File: src/rtl/nibble_serial_add_ctrl.sv
// rtl/nibble_serial_add_ctrl.sv - WIDTH-bit adder sequencing one 4-bit CLA slice per clock; optional subtract via NSA_SUB_EN

module nibble_serial_add_ctrl_cla4 (
    input  logic [3:0] a,
    input  logic [3:0] b,
    input  logic       ci,
    output logic [3:0] s,
    output logic       co
);
    logic [3:0] g;
    logic [3:0] p;
    logic [4:1] c;

    // Carry-lookahead: every carry is a flat sum of generate/propagate products
    always_comb begin
        g    = a & b;
        p    = a ^ b;
        c[1] = g[0] | (p[0] & ci);
        c[2] = g[1] | (p[1] & g[0]) | (p[1] & p[0] & ci);
        c[3] = g[2] | (p[2] & g[1]) | (p[2] & p[1] & g[0]) | (p[2] & p[1] & p[0] & ci);
        c[4] = g[3] | (p[3] & g[2]) | (p[3] & p[2] & g[1]) | (p[3] & p[2] & p[1] & g[0])
             | (p[3] & p[2] & p[1] & p[0] & ci);
        s    = p ^ {c[3], c[2], c[1], ci};
        co   = c[4];
    end
endmodule

module nibble_serial_add_ctrl #(
    parameter int WIDTH = 16
) (
    input  logic             clk,
    input  logic             rst_n,
    input  logic             start,
    input  logic [WIDTH-1:0] a,
    input  logic [WIDTH-1:0] b,
    input  logic             c_in,
`ifdef NSA_SUB_EN
    input  logic             sub,
`endif
    output logic             ready,
    output logic             busy,
    output logic             done,
    output logic [WIDTH-1:0] sum,
    output logic             c_out,
    output logic             ovf
);
    localparam int N  = WIDTH / 4;
    localparam int CW = (N > 1) ? $clog2(N) : 1;
    localparam logic [CW-1:0] LAST = CW'(N - 1);

    typedef enum logic [1:0] {IDLE = 2'd0, RUN = 2'd1, DONE = 2'd2} state_t;

    state_t           state_q, state_d;
    logic [WIDTH-1:0] a_sh_q, a_sh_d;
    logic [WIDTH-1:0] b_sh_q, b_sh_d;
    logic [WIDTH-1:0] acc_q, acc_d;
    logic [WIDTH-1:0] sum_q, sum_d;
    logic             carry_q, carry_d;
    logic [CW-1:0]    cnt_q, cnt_d;
    logic             c_out_q, c_out_d;
    logic             ovf_q, ovf_d;

    logic             accept;
    logic             last_step;
    logic [WIDTH-1:0] b_load;
    logic             carry_load;
    logic [3:0]       nib_sum;
    logic             nib_co;

    nibble_serial_add_ctrl_cla4 u_cla4 (
        .a  (a_sh_q[3:0]),
        .b  (b_sh_q[3:0]),
        .ci (carry_q),
        .s  (nib_sum),
        .co (nib_co)
    );

    // Operand B / carry-in selection at load time (subtract loads ~b with carry 1)
    always_comb begin
`ifdef NSA_SUB_EN
        b_load     = sub ? ~b : b;
        carry_load = sub ? 1'b1 : c_in;
`else
        b_load     = b;
        carry_load = c_in;
`endif
    end

    // State register and datapath flops
    always_ff @(posedge clk or negedge rst_n) begin
        if (!rst_n) begin
            state_q <= IDLE;
            a_sh_q  <= '0;
            b_sh_q  <= '0;
            acc_q   <= '0;
            sum_q   <= '0;
            carry_q <= 1'b0;
            cnt_q   <= '0;
            c_out_q <= 1'b0;
            ovf_q   <= 1'b0;
        end else begin
            state_q <= state_d;
            a_sh_q  <= a_sh_d;
            b_sh_q  <= b_sh_d;
            acc_q   <= acc_d;
            sum_q   <= sum_d;
            carry_q <= carry_d;
            cnt_q   <= cnt_d;
            c_out_q <= c_out_d;
            ovf_q   <= ovf_d;
        end
    end

    // Next-state logic
    always_comb begin
        state_d = state_q;
        case (state_q)
            IDLE:    if (start) state_d = RUN;
            RUN:     if (last_step) state_d = DONE;
            DONE:    state_d = start ? RUN : IDLE;
            default: state_d = IDLE;
        endcase
    end

    // Handshake outputs decoded from state
    always_comb begin
        ready = (state_q == IDLE) || (state_q == DONE);
        busy  = (state_q == RUN);
        done  = (state_q == DONE);
        sum   = sum_q;
        c_out = c_out_q;
        ovf   = ovf_q;
    end

    // Datapath: load on accept, one nibble per RUN cycle, publish result on the last step
    always_comb begin
        accept    = start && ready;
        last_step = (state_q == RUN) && (cnt_q == LAST);
        a_sh_d    = a_sh_q;
        b_sh_d    = b_sh_q;
        acc_d     = acc_q;
        sum_d     = sum_q;
        carry_d   = carry_q;
        cnt_d     = cnt_q;
        c_out_d   = c_out_q;
        ovf_d     = ovf_q;
        if (accept) begin
            a_sh_d  = a;
            b_sh_d  = b_load;
            carry_d = carry_load;
            cnt_d   = '0;
        end else if (state_q == RUN) begin
            acc_d   = {nib_sum, acc_q[WIDTH-1:4]};
            a_sh_d  = a_sh_q >> 4;
            b_sh_d  = b_sh_q >> 4;
            carry_d = nib_co;
            cnt_d   = cnt_q + CW'(1);
            if (last_step) begin
                sum_d   = acc_d;
                c_out_d = nib_co;
                // Carry into the MSB is recovered from the MSB sum bit of the final nibble
                ovf_d   = (a_sh_q[3] ^ b_sh_q[3] ^ nib_sum[3]) ^ nib_co;
            end
        end
    end
endmodule
File: config.mk
export PLATFORM = sky130hd
export DESIGN_NAME = nibble_serial_add_ctrl
export DESIGN_NICKNAME = d
export VERILOG_FILES = /design/src/rtl/nibble_serial_add_ctrl.sv
export SDC_FILE = /design/constraint.sdc
export NUM_CORES = 1
export LEC_CHECK = 0
export BUFFER_PORTS_ARGS = -buffer_cell sky130_fd_sc_hd__buf_4
export CAP_MARGIN = 20
export CORE_UTILIZATION = 59
export DETAILED_ROUTE_END_ITERATION = 10
export PLACE_DENSITY = 0.95
export SLEW_MARGIN = 20
export SYNTH_ARGS = -nofsm -noshare
export SYNTH_HDL_FRONTEND = slang
export SYNTH_SLANG_ARGS = --single-unit
File: constraint.sdc
create_clock -name clk -period 3.15 [get_ports clk]
set_input_delay 0.1575 -clock clk [delete_from_list [all_inputs] [get_ports clk]]
set_output_delay 0.1575 -clock clk [all_outputs]
set_load 0.05 [all_outputs]
# == Yosys cells after proc, flatten, opt, wreduce, memory -nomap -nowiden ==
# Index checks and enable logic that the tools add are counted.
# classes
n_bitwise,33
n_reduce_logical,8
n_addsub,1
eq_ne,5
n_mux,12
# op_table
op,count
$mux 16,4
$and 1x1->1,16
$or 1x1->1,10
$mux 2,4
$xor 4x4->4,2
$pmux 2 s3,1
$and 4x4->4,1
$eq 2x2->1 const B,2
$reduce_and 2->1,2
$mux 1,3
$reduce_and 3->1,1
$xor 1x1->1,3
$add 2x1->2 const B,1
$eq 2x1->1 const B,1
$logic_and 1x1->1,2
$logic_not 2->1,1
$ne 2x1->1 const B,1
$ne 2x2->1 const B,1
$reduce_bool 2->1,1
$logic_or 1x1->1,1
$not 1->1,1
# word_totals
wordCells,68
out_inout_bits,21
ff_bits,71
in_bits,36

# == Depth between registers and ports, before layout ==
# logic_depth
ltp_word,8
depth_mapped,7
mapped_depth_nobuf,5

# == Modules after synthesis ==
# A second synthesis with hierarchy kept.
# hier_totals
hier_cells,269
area_unflattened_um2,2867.8
# modules_own_cells
module,seq_area_each_um2,instances,area_per_inst_um2,cells_per_inst
nibble_serial_add_ctrl,1676.6,1,2720.1,252
nibble_serial_add_ctrl_cla4,0.0,1,147.6,17

# == Worst setup path before layout ==
# No wires, ideal clock.
# synth_path
kind,register to register
from,reg a_sh_q[1]
to,reg acc_q[14]
arrival_ps,1399
slack_ps,1655
path_stages_with_launch,5
n_path_buf,0
required_time_ps,3055
setup_time_ps,95
synth_period_minus_slack_ps,1495
cell_sequence,dfrtp_1 -> ha_1 -> o21ai_0 -> nor2_1 -> o31ai_1
# synth_via
elab_chain_cells,5
word_cells_on_any_way,8
cone_classes,8 x bitwise
# synth_rtl
item,line_no,rtl
from (decl),54,"logic [WIDTH-1:0] a_sh_q, a_sh_d;"
from (signal assigned),103,a_sh_q <= a_sh_d;
$xor 4x4->4,17,p = a ^ b;
$and 1x1->1,19,c[2] = g[1] | (p[1] & g[0]) | (p[1] & p[0] & ci);
$or 1x1->1 or $and 1x1->1 (tied branches),19,
$or 1x1->1 (*),19,
$xor 4x4->4 (*),23,"s = p ^ {c[3], c[2], c[1], ci};"
to (signal assigned),95,acc_q <= '0;
to (signal assigned),105,acc_q <= acc_d;
to (decl),56,"logic [WIDTH-1:0] acc_q, acc_d;"
# Mark *: on every way between the ends. The rest lies on a longest branch, timed or not.
# A chain may end at the register's enable or synchronous reset.

# == Worst setup path in the final report ==
# layout_path
from,reg state_q[1]
to,out busy
# layout_via
elab_chain_cells,1
# layout_rtl
item,line_no,rtl
from (decl),53,"state_t state_q, state_d;"
from (signal assigned),102,state_q <= state_d;
$eq 2x1->1,128,busy = (state_q == RUN);
to (decl),41,"output logic busy,"
# Every way passes these cells.

==> results.py <==
metrics = {
    "run_status": {
        "status": "finished, final reports clean",
    },
    "clock_tree": {
        "root_buffer": "clkbuf_8",
        "cts_buffers": 9,
        "cts.sinks": 67,
        "clk_latency_ns": 0.34,
        "cts-resized-gates": 0,
        "clk_pin_slew_worst_paths_ns": 0.07,
        "cts_tree": "done",
        "clk_path_buf_depth": 2,
        "h-tree-depth": 3,
    },
    "routing": {
        "first_pass_iters": 4,
        "vias_per_cell": 5.533,
        "routed_wl_um": 6087,
        "ant_nets": 0,
        "dr_total_vias": 2296,
        "drc": 0,
        "wire_per_inst_um": 14.67,
        "drtIter0Drc": 165,
    },
    "sta": {
        "worst_pin_slew_ns": 0.8013,
        "hold_viol_final": 0,
        "rsz0062_at_grt": "false",
        "fin_crit_ns": 2.159,
        "relSlewSlack_pct": 46.58,
        "fin_tns_setup_ns": 0,
        "maxSlewViolCount": 0,
        "setup_viol": 0,
        "finalClockSkew_ns": 0.007568,
        "fmax_mhz": 463.2,
        "min_period_over_period_pct": 68.53,
        "holdWs_ns": 0.02973,
    },
    "critical_path": {
        "slowest_stage": "inv_2",
        "startpoint": "state_q[1]",
        "critPathArrivalTime_ns": 2.00,
        "worst_ep_required_time_ns": 2.99,
        "cp-start-kind": "flip-flop",
        "rr_worst_depth": 5,
        "worst_path_most_repeated_cell": "buf_4",
        "end_kind": "output port",
        "reg2reg_to": "a_sh_q[14]",
        "crit_chain": "nand2b_1, buf_4, inv_2, buf_4",
        "r2r_start": "state_q[0]",
        "slowest_delay_ns": 0.53,
        "path_class": "flip-flop to output port",
        "r2r_slack_ns": 1.10,
        "worst-path-max-fanout": 42,
    },
    "logic_synthesis": {
        "ys_seq_area_share_pct": 57.76,
        "synth_seq_cells": 67,
        "netlist_area_um2": 2903,
        "avgSynthCellArea_um2": 10.01,
        "synth.distinct_cells": 38,
        "yosys.area.top_type": "dfrtp_1",
        "synthFlopType": "dfrtp_1",
        "synth.area.top_cells": "dfrtp_1 (58%), nand2_1 (11%), a22o_1 (2.7%), a22oi_1 (2.6%), nand3_1 (2.4%)",
        "synth_edf_count": 0,
        "async_reset_ff_share_pct": 100.0,
        "netlist_instances": 290,
        "yosys_warnings": 0,
        "synth.net_count": 332,
        "yosys.area.top_type_share_pct": 57.76,
    },
    "layout": {
        "fin_nets": 385,
        "area_growth_pct": 20.73,
        "antennaDiodeCount": 0,
        "drive_gt1_share_pct": 22.70,
    },
    "global_routing": {
        "grt-ovfl-total": 0,
        "grt_pass1_vias": 2259,
        "grt_pass1_wl_um": 10380,
        "grt_max_degree": 68,
        "antenna_found_initial": 0,
        "grt_usage_pct": 26.77,
    },
    "die": {
        "die_h_um": 72.14,
        "num_rows": 25,
        "io_pins": 57,
        "start_util_pct": 61.46,
        "core_um2": 4723,
        "die-area_um2": 5204,
        "die_w_um": 72.14,
    },
    "hold_path": {
        "timing.hold.worst_path_depth": 3,
        "hold_class": "input port to flip-flop",
        "hp-start": "a[3]",
        "min_to": "a_sh_q[3]",
    },
    "power_and_ir_drop": {
        "power_frac_seq_pct": 36.6,
        "power.density_nw_per_um2": 1187,
        "p_clk_share_pct": 14.1,
        "leakagePower_nw": 1.748,
        "p_int_mw": 2.267,
        "comb_power_share_pct": 49.3,
        "switching_share_pct": 45.50,
        "switching_power_mw": 1.893,
        "peakVddDrop_mv": 0.6160,
    },
    "placement": {
        "globalplace.congestion": 0.7749,
        "hpwlAfterDp_um": 3934,
        "portBuffers": 56,
    },
    "job": {
        "cap_violations": 0,
    },
}
==> repair_timing <==
| action | 4_1_cts | 5_1_grt |
|---|---|---|
| setup buffers | 0 | 0 |
| hold endpoints to repair | 67 | 0 |
| hold buffers | 1 | 0 |
==> metal layers <==
metal	track usage, %	part of all wire [%]	routed length [µm]	up-vias
met5	0	0	0	-
met1	34.23	42	2575	1104
met4	14.16	2.6	157	0
met2	43.93	50	3027	79
met3	4.722	5.4	326	12
li1	-	-	-	1101
==> cell usage after synthesis (2+ instances only) <==
cell / count
a22oi_1: 10
buf_2: 11
a21oi_1: 2
mux2_2: 4
or4_1: 2
nor2b_1: 4
inv_1: 5
o21ai_0: 7
buf_4: 3
dfrtp_1: 67
nand2_1: 82
nor3_1: 4
a21o_1: 2
nand2b_1: 2
clkbuf_1: 5
nand3_1: 14
a31oi_1: 11
mux2i_1: 3
nor2_1: 15
o211ai_1: 2
o31ai_1: 2
a211oi_1: 2
ha_1: 5
a22o_1: 9
o22ai_1: 4
==> through the flow <==
step	power, mW	cells	worst slack, ns	instance area, µm²	util (%)
2_1_floorplan	3.048	290	1.655	2903	-
3_3_place_gp	3.456	398	1.239	3341	70.73
3_5_place_dp	3.562	398	1.123	3341	70.73
4_1_cts	4.169	415	0.9886	3505	74.20
5_1_grt	4.466	415	0.8677	3505	74.20
6_report	4.160	415	0.9913	3505	74.20
==> cells in the final DEF (no fill, tap or decap), drive strengths merged, types with 2 or more instances in the layout <==
cell	netlist	layout
ha	5	5
nor3	4	4
a21oi	2	2
a211oi	3	3
a21o	2	2
a31oi	11	11
o211ai	2	2
or4	2	2
nand2	82	82
a22oi	10	10
inv	6	6
a22o	9	9
mux2i	3	3
o21ai	7	7
dfrtp	67	67
clkbuf	5	13
nand3	14	14
nor2b	4	4
buf	14	60
clkinv	1	4
nand2b	2	2
mux2	4	4
o31ai	2	2
nor2	16	16
o22ai	4	4
==> power groups by stage <==
stage | Sequential [mW] | Combinational [mW] | Clock (mW)
after floorplan | 1.84 | 1.21 | 0
after global placement | 1.50 | 1.95 | 0
after detailed placement | 1.53 | 2.03 | 0
after CTS | 1.52 | 2.05 | 0.594
after global routing | 1.57 | 2.27 | 0.627
final | 1.52 | 2.05 | 0.586
==> sequential cells by signal, summed over array words and instances, names as in the netlist <==
signal / count
state_q: 2
ovf: 1
cnt_q: 2
sum: 16
c_out: 1
a_sh_q: 16
b_sh_q: 16
acc_q: 12
carry_q: 1
==> cell families (layout without fill, tap and decap cells) <==
group / after synthesis / after routing / synth area share [%]
simple gates: 129 / 129 / 19.05
flops: 67 / 67 / 57.76
compound gates: 54 / 54 / 13.23
buf+inv: 26 / 84 / 4.224
mux: 7 / 7 / 2.586
fa+ha+maj: 6 / 6 / 2.845
xor+xnor: 1 / 1 / 0.3018
==> area by class of cell <==
cell class | count | area [µm²]
clock inverters | 3 | 15.01
repair buffers | 61 | 460.4
fillers | 343 | 1219
inverters | 7 | 26.28
well taps | 67 | 83.83
flip-flops and latches | 67 | 1677
clock buffers | 13 | 138.9
multi-input cells | 197 | 1104
==> worst max-delay path by stage <==
stage	depth (start not counted)	endpoint
finish	4	busy
global route	4	busy
CTS	4	busy
detailed placement	5	b_sh_q[15]
global placement	5	b_sh_q[0]
floorplan	4	acc_q[14]
==> worst max-delay path, delay by kind of cell, from the launching register on <==
family,cells,cell delay (ns)
buffers and inverters,3,1.11
flip-flops,1,0.40
AND/OR/NAND/NOR,1,0.14
Power figures use the tool's default switching activity.
